==> src/rtl/spi_regbank_pkg.sv <==
// Shared frame geometry, address map constants and FSM state type for the
// SPI register-bank slave.
package spi_regbank_pkg;

  function automatic int FRAME_W(input int addr_w, input int data_w);
    return 1 + addr_w + data_w;
  endfunction

  function automatic int COMMIT_ADDR(input int addr_w);
    return (1 << addr_w) - 1;
  endfunction

  localparam logic RW_READ  = 1'b1;
  localparam logic RW_WRITE = 1'b0;

  localparam int CMT_BIT     = 0;
  localparam int CLR_ERR_BIT = 1;

  typedef enum logic {
    IDLE = 1'b0,
    RX   = 1'b1
  } state_t;

endpackage

==> src/rtl/spi_sync_edge.sv <==
// Multi-stage pin synchroniser with registered one-cycle rise/fall pulses;
// pin-to-pulse latency is STAGES+1 clk cycles.
module spi_sync_edge #(
  parameter int   STAGES    = 2,
  parameter logic RESET_VAL = 1'b0
) (
  input  logic clk,
  input  logic rst_n,
  input  logic d,
  output logic rise,
  output logic fall
);

  logic [STAGES-1:0] sync;
  logic              prev;

  always_ff @(posedge clk) begin
    if (!rst_n) begin
      sync <= {STAGES{RESET_VAL}};
      prev <= RESET_VAL;
      rise <= 1'b0;
      fall <= 1'b0;
    end else begin
      sync <= {sync[STAGES-2:0], d};
      prev <= sync[STAGES-1];
      rise <= sync[STAGES-1] & ~prev;
      fall <= ~sync[STAGES-1] & prev;
    end
  end

endmodule

==> src/rtl/spi_regbank_slave.sv <==
// SPI mode-0 slave with shadow/active register bank, atomic commit, MISO
// read-back and frame-length error counting.
module spi_regbank_slave
  import spi_regbank_pkg::*;
#(
  parameter int ADDR_W      = 3,
  parameter int DATA_W      = 28,
  parameter int NUM_REGS    = 7,
  parameter int SYNC_STAGES = 2
) (
  input  logic                       clk,
  input  logic                       rst_n,
  input  logic                       spi_clock,
  input  logic                       spi_cs_n,
  input  logic                       spi_mosi,
  output logic                       spi_miso,
  output logic                       spi_miso_oe,
  output logic [NUM_REGS*DATA_W-1:0] regs_o,
  output logic                       commit_o,
  output logic                       frame_err_o
);

  localparam int FW    = FRAME_W(ADDR_W, DATA_W);
  localparam int CNT_W = $clog2(FW + 2);

  localparam logic [CNT_W-1:0]  CNT_FULL = CNT_W'(FW);
  localparam logic [CNT_W-1:0]  CNT_SAT  = CNT_W'(FW + 1);
  localparam logic [CNT_W-1:0]  CNT_HDR  = CNT_W'(ADDR_W);
  localparam logic [ADDR_W-1:0] CMT_A    = ADDR_W'(COMMIT_ADDR(ADDR_W));
  localparam logic [ADDR_W-1:0] NREG_A   = ADDR_W'(NUM_REGS);

  logic sclk_rise, sclk_fall, cs_rise, cs_fall;
  logic [SYNC_STAGES-1:0] mosi_sync;
  logic                   mosi_s;

  spi_sync_edge #(.STAGES(SYNC_STAGES), .RESET_VAL(1'b0)) u_sclk_sync (
    .clk   (clk),
    .rst_n (rst_n),
    .d     (spi_clock),
    .rise  (sclk_rise),
    .fall  (sclk_fall)
  );

  spi_sync_edge #(.STAGES(SYNC_STAGES), .RESET_VAL(1'b1)) u_cs_sync (
    .clk   (clk),
    .rst_n (rst_n),
    .d     (spi_cs_n),
    .rise  (cs_rise),
    .fall  (cs_fall)
  );

  // One extra stage keeps MOSI aligned with the registered edge pulses.
  always_ff @(posedge clk) begin
    if (!rst_n) begin
      mosi_sync <= '0;
      mosi_s    <= 1'b0;
    end else begin
      mosi_sync <= {mosi_sync[SYNC_STAGES-2:0], spi_mosi};
      mosi_s    <= mosi_sync[SYNC_STAGES-1];
    end
  end

  state_t state, state_nx;
  logic   start, shift, eval;

  logic [CNT_W-1:0]  bit_cnt;
  logic [FW-1:0]     rx_sr;
  logic [DATA_W-1:0] shadow [NUM_REGS];
  logic [DATA_W-1:0] active [NUM_REGS];
  logic [7:0]        err_cnt;
  logic [DATA_W-1:0] tx_sr;
  logic              miso_r;
  logic              oe_r;

  always_ff @(posedge clk) begin
    if (!rst_n) state <= IDLE;
    else        state <= state_nx;
  end

  // A cs_n fall always wins over a coincident SCLK rise: IDLE ignores SCLK.
  always_comb begin
    state_nx = state;
    start    = 1'b0;
    shift    = 1'b0;
    eval     = 1'b0;
    case (state)
      IDLE: begin
        if (cs_fall) begin
          state_nx = RX;
          start    = 1'b1;
        end
      end
      RX: begin
        if (cs_rise) begin
          state_nx = IDLE;
          eval     = 1'b1;
        end else if (sclk_rise) begin
          shift = 1'b1;
        end
      end
      default: state_nx = IDLE;
    endcase
  end

  logic              f_rw;
  logic [ADDR_W-1:0] f_addr;
  logic [DATA_W-1:0] f_data;
  logic [ADDR_W:0]   hdr;
  logic [DATA_W-1:0] rd_val;

  assign f_rw   = rx_sr[FW-1];
  assign f_addr = rx_sr[DATA_W +: ADDR_W];
  assign f_data = rx_sr[DATA_W-1:0];
  // Header as it will stand once the current MOSI bit is shifted in.
  assign hdr    = {rx_sr[ADDR_W-1:0], mosi_s};

  always_comb begin
    rd_val = '0;
    if (hdr[ADDR_W-1:0] < NREG_A)       rd_val = active[hdr[ADDR_W-1:0]];
    else if (hdr[ADDR_W-1:0] == CMT_A)  rd_val = {err_cnt, {(DATA_W-8){1'b0}}};
  end

  always_ff @(posedge clk) begin
    if (!rst_n) begin
      bit_cnt     <= '0;
      rx_sr       <= '0;
      err_cnt     <= '0;
      tx_sr       <= '0;
      miso_r      <= 1'b0;
      oe_r        <= 1'b0;
      commit_o    <= 1'b0;
      frame_err_o <= 1'b0;
      for (int k = 0; k < NUM_REGS; k++) begin
        shadow[k] <= '0;
        active[k] <= '0;
      end
    end else begin
      commit_o    <= 1'b0;
      frame_err_o <= 1'b0;

      if (start) begin
        bit_cnt <= '0;
        rx_sr   <= '0;
      end

      if (shift) begin
        rx_sr <= {rx_sr[FW-2:0], mosi_s};
        if (bit_cnt != CNT_SAT) bit_cnt <= bit_cnt + 1'b1;
        if (bit_cnt == CNT_HDR && hdr[ADDR_W] == RW_READ) begin
          tx_sr <= rd_val;
          oe_r  <= 1'b1;
        end
      end

      if (sclk_fall && oe_r) begin
        miso_r <= tx_sr[DATA_W-1];
        tx_sr  <= {tx_sr[DATA_W-2:0], 1'b0};
      end

      if (eval) begin
        oe_r   <= 1'b0;
        miso_r <= 1'b0;
        if (bit_cnt != CNT_FULL) begin
          frame_err_o <= 1'b1;
          if (err_cnt != 8'hFF) err_cnt <= err_cnt + 8'd1;
        end else if (f_rw == RW_WRITE) begin
          if (f_addr < NREG_A) begin
            shadow[f_addr] <= f_data;
          end else if (f_addr == CMT_A) begin
            if (f_data[CMT_BIT]) begin
              for (int k = 0; k < NUM_REGS; k++) active[k] <= shadow[k];
              commit_o <= 1'b1;
            end
            if (f_data[CLR_ERR_BIT]) err_cnt <= 8'd0;
          end
        end
      end
    end
  end

  for (genvar k = 0; k < NUM_REGS; k++) begin : g_regs
    assign regs_o[k*DATA_W +: DATA_W] = active[k];
  end

  assign spi_miso    = miso_r & oe_r;
  assign spi_miso_oe = oe_r;

endmodule

==> config.mk <==
export PLATFORM = sky130hd
export DESIGN_NAME = spi_regbank_slave
export DESIGN_NICKNAME = d
export VERILOG_FILES = /design/src/rtl/spi_regbank_pkg.sv /design/src/rtl/spi_sync_edge.sv /design/src/rtl/spi_regbank_slave.sv
export SDC_FILE = /design/constraint.sdc
export NUM_CORES = 1
export LEC_CHECK = 0
export ABC_CLOCK_PERIOD_IN_PS = 26900
export BUFFER_PORTS_ARGS = -buffer_cell sky130_fd_sc_hd__buf_2
export CORE_ASPECT_RATIO = 0.7
export CORE_MARGIN = 2
export CORE_UTILIZATION = 34
export CTS_CLUSTER_SIZE = 28
export DETAILED_ROUTE_END_ITERATION = 10
export GPL_ROUTABILITY_DRIVEN = 0
export GPL_TIMING_DRIVEN = 0
export PLACE_DENSITY = 0.54
export SLEW_MARGIN = 20
export SYNTH_ARGS = -nofsm -noshare
export SYNTH_HDL_FRONTEND = slang
export SYNTH_SLANG_ARGS = --single-unit
==> constraint.sdc <==
create_clock -name clk -period 26.9 [get_ports clk]
set_clock_uncertainty 0.15 [all_clocks]
set_input_delay 1.345 -clock clk [delete_from_list [all_inputs] [get_ports clk]]
set_output_delay 1.345 -clock clk [all_outputs]
set_load 0.03 [all_outputs]
==> results of run 1 <==
power groups by stage:
stage	Combinational [mW]	Clock [mW]	Sequential (mW)
5_1_grt	0.0778	0.685	0.831
2_1_floorplan	0.0197	0	0.872
4_1_cts	0.0750	0.657	0.830
6_report	0.0743	0.646	0.830
3_3_place_gp	0.0657	0	0.860
3_5_place_dp	0.0748	0	0.846
path summary, 6_finish.rpt:
check | slack [ns] | start | end
max | 22.64 | rst_n | active[0][19]$_SDFFCE_PN0P_
min | 0.26 | u_sclk_sync.prev$_SDFF_PN0_ | u_sclk_sync.rise$_SDFF_PN0_
max reg2reg | 23.13 | bit_cnt[2]$_SDFF_PN0_ | shadow[1][12]$_SDFFCE_PN0P_
min reg2reg | 0.26 | u_sclk_sync.prev$_SDFF_PN0_ | u_sclk_sync.rise$_SDFF_PN0_
cell type report:
class	instances	area, sq um
fill	5341	33400
sequential	484	13300
multi-input combinational	949	6040
timing repair buffer	230	1490
clock buffer	70	1320
tap	750	938
buffer	103	423
clock inverter	17	146
inverter	6	22.5
antenna	1	2.50
state kept, by name (all words and copies together) (netlist names), 2 cells and up:
| signal | flops |
|---|---|
| err_cnt | 8 |
| shadow | 196 |
| u_cs_sync.sync | 2 |
| tx_sr | 28 |
| rx_sr | 32 |
| mosi_sync | 2 |
| bit_cnt | 6 |
| active | 196 |
| u_sclk_sync.sync | 2 |
layout by cell type, fill, tap and decap left out, types with 3 or more instances in the layout:
master and n:
clkbuf_1 103, and3_1 8, o211ai_1 7, nand4_1 3, buf_16 12, inv_1 5, clkbuf_16 48, mux2i_1 48
nor3b_1 3, dfxtp_1 120, nand3b_1 4, nand2_1 174, nor2_1 35, xor2_1 4, and2_1 375, a31oi_1 3
mux4_2 26, o22ai_1 21, buf_2 214, buf_6 7, ha_1 4, nand3_1 47, a21oi_1 79, edfxtp_1 364
mux2_2 7, buf_4 5, a21boi_0 3, o21ai_0 50, buf_1 5, or3_1 3, o21ai_4 3, clkbuf_8 4
clkinv_1 5, clkinv_2 7, nand2b_1 10, o31ai_1 3
metal layers:
layer  GRT usage (%)  up-vias  share of wire, %
li1                -     5996                 -
met1            29.5     6733                46
met2            31.4      546                44
met3            3.90      106               7.8
met4            5.96        2               2.5
met5               0        -             0.021
kinds of logic (layout without fill, tap and decap cells):
| logic type | Yosys count | in the layout | share of synthesized area [%] |
|---|---|---|---|
| buf+inv | 109 | 426 | 2.24 |
| compound gates | 184 | 184 | 5.25 |
| other cells | 0 | 1 | 0 |
| flops | 484 | 484 | 67.6 |
| xor+xnor | 4 | 4 | 0.178 |
| simple gates | 676 | 676 | 18.7 |
| fa+ha+maj | 4 | 4 | 0.254 |
| mux | 81 | 81 | 5.80 |
==> results.cfg, run 1 <==
[synthesis]
synthDistinctLibCells = 51
synth.area.top_cells = edfxtp_1, dfxtp_1, and2_1, nand2_1, mux4_2
synth_area_sq_um = 19700
syn-mean-instance-area_sq_um = 12.8
ys_seq_elements = 484
yosysTopAreaCellShare_pct = 55.4
synthCells = 1542
synth_warnings = 0
synthArstFlopShare_pct = 0
synth_flop_cell = edfxtp_1
synth_most_common_cell = and2_1
ys_top_cells_by_count = and2_1, edfxtp_1, nand2_1, dfxtp_1, clkbuf_1
ys_seq_area_share_pct = 67.6
synth_nets = 1551
synth_top_area_cell = edfxtp_1
synth_edf_count = 364

[cts]
cts_tree = built
numCtsBuffers = 48
insertion_delay_ns = 0.61
cts.sinks = 484
cts-root-buf = clkbuf_16
clkTransAtPathRegs_ns = 0.06
htreeDepth = 2
cts_hold_buffers = 0
postCtsSetupBuffers = 0
cts_resized = 0
cts_buffer_depth = 3

[finish]
nets = 1831
design_area_sq_um = 23700
drive_above_1_share_pct = 19.0
fin_util_pct = 41.5
area_growth_pct = 20.2
layout.cells.non_filler = 2610

[route]
drt-total-wl_microns = 61900
postRouteAntennaNets = 0
post_drt_wl_per_cell_microns = 23.7
viasPerCell = 5.13
drt_iter0_drc = 1340
vias = 13400
detail_route.first_pass.iterations = 5
route.detailed.drc = 0

[timing]
maxSlewHeadroom_pct = 24.3
worst_pin_slew_ns = 1.13
rsz0062_at_grt = false
layout_min_cycle_time_ns = 4.26
max_freq_ghz = 0.235
hold_viol_final = 0
setup-violations-final = 0
hold_ws_ns = 0.263
period_share_pct = 15.8
setup_tns_ns = 0
slew_violations = 0
fin_ws_ns = 22.64

[worst_setup_path]
critPathKind = input pin to flip-flop
worstPathCellList = buf_2, clkbuf_1, clkbuf_1, clkbuf_1, o21ai_4, buf_16, buf_16, buf_16, buf_16
cp.required_ns = 27.12
critPathBufInv = 8
r2r_cells = 7
path_delay_family = buffers and inverters
cp_num_cells = 9
crit_top_cell = buf_16
cp_slowest_cell = clkbuf_1
arrival_ns = 4.48
critPathCaptureType = flip-flop
crit_fanout = 22
cp-start-kind = input pin
max_stage_delay_ns = 0.77

[global_routing]
grt_pass1_vias = 12900
antenna_found_initial = 5
grt_overflow = 0
grt_max_degree = 26
track_usage_pct = 20.4
grt_first_pass_wirelength_microns = 88300

[die]
dieArea_sq_um = 60000
io_pins = 205
start_util_pct = 34.6
fp-row-count = 73
core-area_sq_um = 57100
die_h_microns = 206
die_w_microns = 292

[job]
maxCapViolations = 0

[placed_design]
place_area_sq_um = 22200
dp_cells = 2522
dpl_worst_slack_ns = 22.09
dp_hpwl_microns = 43900
port_buffers = 204

[pwr]
powerDensity_nw_per_um2 = 65.4
leakage_nw = 8.72
peakVddDrop_mv = 0.0414
p_clk_share_pct = 41.7
p_int_mw = 1.19
pwr-share-comb_pct = 4.8
power_frac_seq_pct = 53.5
p_switching_mw = 0.357
switching_share_pct = 23.0
power_mw = 1.55

[status]
status = complete, no violations

[hold_path]
min_path_cells = 1
hold_class = flip-flop to flip-flop
No activity file was read; power rests on OpenSTA's default activity.
==> run 2, diff against run 1 <==
--- a/config.mk
+++ b/config.mk
@@ -5,7 +5,7 @@
 export SDC_FILE = /design/constraint.sdc
 export NUM_CORES = 1
 export LEC_CHECK = 0
-export ABC_CLOCK_PERIOD_IN_PS = 26900
+export ABC_CLOCK_PERIOD_IN_PS = 3800
 export BUFFER_PORTS_ARGS = -buffer_cell sky130_fd_sc_hd__buf_2
 export CORE_ASPECT_RATIO = 0.7
 export CORE_MARGIN = 2
@@ -14,7 +14,7 @@
 export DETAILED_ROUTE_END_ITERATION = 10
 export GPL_ROUTABILITY_DRIVEN = 0
 export GPL_TIMING_DRIVEN = 0
-export PLACE_DENSITY = 0.54
+export PLACE_DENSITY = 0.56
 export SLEW_MARGIN = 20
 export SYNTH_ARGS = -nofsm -noshare
 export SYNTH_HDL_FRONTEND = slang
==> constraint.sdc (replaced) <==
create_clock -name clk -period 3.8 [get_ports clk]
set_clock_uncertainty 0.15 [all_clocks]
set_input_delay 0.19 -clock clk [delete_from_list [all_inputs] [get_ports clk]]
set_output_delay 0.19 -clock clk [all_outputs]
set_load 0.03 [all_outputs]
==> run 2 against run 1 <==
  * Highest routed layer is now met4
  * Critical path type is now flip-flop to flip-flop
  * Critical path depth decreased by 2
  * Sequential power increased to 7.1 times the previous value
  * Via count decreased by 0.62%
  * Sequential cell count unchanged
  * Final area increased by 0.35%
  * Combinational power increased to 7.2 times the previous value
  * Cell count increased by 0.19%
  * Die area unchanged
  * Setup slack got worse by 23 ns
  * First-iteration DRC count increased by 29%
  * Worst hold slack got worse by 0.17 ns
  * Largest cell class unchanged
  * Global-route usage decreased by 0.29 points
==> results.cfg, run 2 (synthesis results as in run 1) <==
[cts]
htreeDepth = 2
postCtsSetupBuffers = 0
cts.sinks = 484
insertion_delay_ns = 0.60
cts-root-buf = clkbuf_16
cts_buffer_depth = 3
cts_tree = built
numCtsBuffers = 47
clkTransAtPathRegs_ns = 0.07

[hold_path]
min_to = shadow[6][0]$_SDFFE_PN0P_
hold_class = input pin to flip-flop
min_path_cells = 5
holdCritStartpoint = rst_n

[pwr]
powerDensity_nw_per_um2 = 461
peakVddDrop_mv = 0.319
switching_share_pct = 22.9
leakage_nw = 8.75
p_switching_mw = 2.51
p_clk_share_pct = 41.6
p_int_mw = 8.45
pwr-share-comb_pct = 4.9
power_frac_seq_pct = 53.6

[timing]
setup-violations-final = 0
slew_violations = 0
max_freq_ghz = 0.266
layout_min_cycle_time_ns = 3.76
worst_pin_slew_ns = 1.20
period_share_pct = 98.9
maxSlewHeadroom_pct = 20.0
hold_viol_final = 0
fin_ws_ns = 0.0400
setup_tns_ns = 0
rsz0062_at_grt = false

[global_routing]
grt_max_degree = 26
track_usage_pct = 20.2
grt_pass1_vias = 12800
grt_overflow = 0
antenna_found_initial = 3
grt_first_pass_wirelength_microns = 87300

[worst_setup_path]
crit_start = bit_cnt[2]$_SDFF_PN0_
critPathBufInv = 2
critPathKind = flip-flop to flip-flop
critPathCaptureType = flip-flop
r2r-end = active[0][6]$_SDFFCE_PN0P_
r2r-start = bit_cnt[2]$_SDFF_PN0_
worstPathCellList = or4b_4, nor4_2, nand2_1, nor2_1, buf_2, clkdlybuf4s15_1, and2_1
path_delay_family = simple AND/OR/NAND/NOR gates
cp_slowest_cell = clkdlybuf4s15_1
r2r_cells = 7
reg2reg_setup_slack_ns = 0.04
crit_fanout = 10
arrival_ns = 4.07
max_stage_delay_ns = 0.80
cp.required_ns = 4.11
cp-start-kind = flip-flop

[finish]
layout_common_cells = and2_1, edfxtp_1, buf_2
reg.largest.list = active: 196 flops, shadow: 196 flops, rx_sr: 32 flops
fillers = 5390
nets = 1834
area_growth_pct = 20.6
final_common_cell = and2_1
multi_input_area_sq_um = 6040
seq_area_sq_um = 13300
drive_above_1_share_pct = 19.1

[die]
die_w_microns = 292
core-area_sq_um = 57100
io_pins = 205
dieArea_sq_um = 60000
fp-row-count = 73
die_h_microns = 206
start_util_pct = 34.6

[placed_design]
dp_hpwl_microns = 44000
port_buffers = 204
dpl_worst_slack_ns = 0.0969

[route]
vias = 13300
post_drt_wl_per_cell_microns = 23.3
viasPerCell = 5.09
route.detailed.drc = 0
drt-total-wl_microns = 61000
detail_route.first_pass.iterations = 6
drt_iter0_drc = 1735
postRouteAntennaNets = 0

[job]
maxCapViolations = 0

[status]
status = complete, no violations
==> run 2: cell types whose count changed in the layout (fill, tap and decap cells not counted), sizes merged <==
cell and change:
buf +1, clkbuf -2, clkdlybuf4s15 +1, diode +2
dlygate4sd3 +3
==> run 2: worst min-delay path, cell delays in order <==
cell and delay (ns):
buf_2 0.15, nand2_1 0.11, nor3_2 0.16, nand2_1 0.11
a21oi_1 0.06
==> run 2: final cells by class <==
class,count,share of cell area (%)
clock buffers,69,5.55
repair buffers,234,6.51
plain buffers,103,1.83
clock inverters,17,0.615
diodes,3,0.0315
well taps,750,3.94
multi-input cells,949,25.4
flip-flops and latches,484,56.0
inverters,6,0.0946
==> run 2: layer usage <==
| layer | share of wire, % | global-route usage [%] | vias to the layer above |
|---|---|---|---|
| met5 | 0 | 0 | - |
| met4 | 2.2 | 5.14 | 0 |
| met3 | 7.9 | 3.73 | 87 |
| met2 | 44 | 30.8 | 560 |
| met1 | 46 | 29.5 | 6655 |
| li1 | - | - | 5998 |
==> run 2: worst max-delay path by stage <==
| stage | slack [ns] | to | cells after the start |
|---|---|---|---|
| detailed placement | 0.1 | shadow[1][10]$_SDFFCE_PN0P_ | 7 |
| CTS | 0.07 | shadow[1][14]$_SDFFCE_PN0P_ | 7 |
| global route | 0.005 | active[0][2]$_SDFFCE_PN0P_ | 7 |
| global placement | -4.86 | shadow[0][16]$_SDFFCE_PN0P_ | 4 |
| finish | 0.04 | active[0][6]$_SDFFCE_PN0P_ | 7 |
| floorplan | -1.45 | active[0][0]$_SDFFCE_PN0P_ | 4 |
==> run 2: power by group through the flow <==
stage,sequential [mW],clock [mW],combinational (mW)
global route,5.88,4.82,0.558
finish,5.87,4.56,0.532
CTS,5.87,4.62,0.537
detailed placement,5.99,0,0.533
global placement,6.01,0,0.466
floorplan,6.12,0,0.141
==> run 2: what timing repair did <==
item	CTS	global route
setup endpoints to repair	0	32
hold buffers	3	0
endpoints found under the hold margin	3	0
gates resized for setup	0	5
==> run 2: through the flow <==
stage / cells / instance area (sq um) / util, % / hold slack (ns) / power, mW
floorplan: 1542 / 19800 / - / 0.141 / 6.26
global placement: 2496 / 21700 / 38.0 / 0.255 / 6.48
detailed placement: 2523 / 22300 / 39.0 / 0.250 / 6.52
CTS: 2612 / 23800 / 41.7 / 0.0349 / 11.0
global route: 2612 / 23800 / 41.7 / 0.0766 / 11.3
finish: 2615 / 23800 / 41.7 / 0.0926 / 11.0
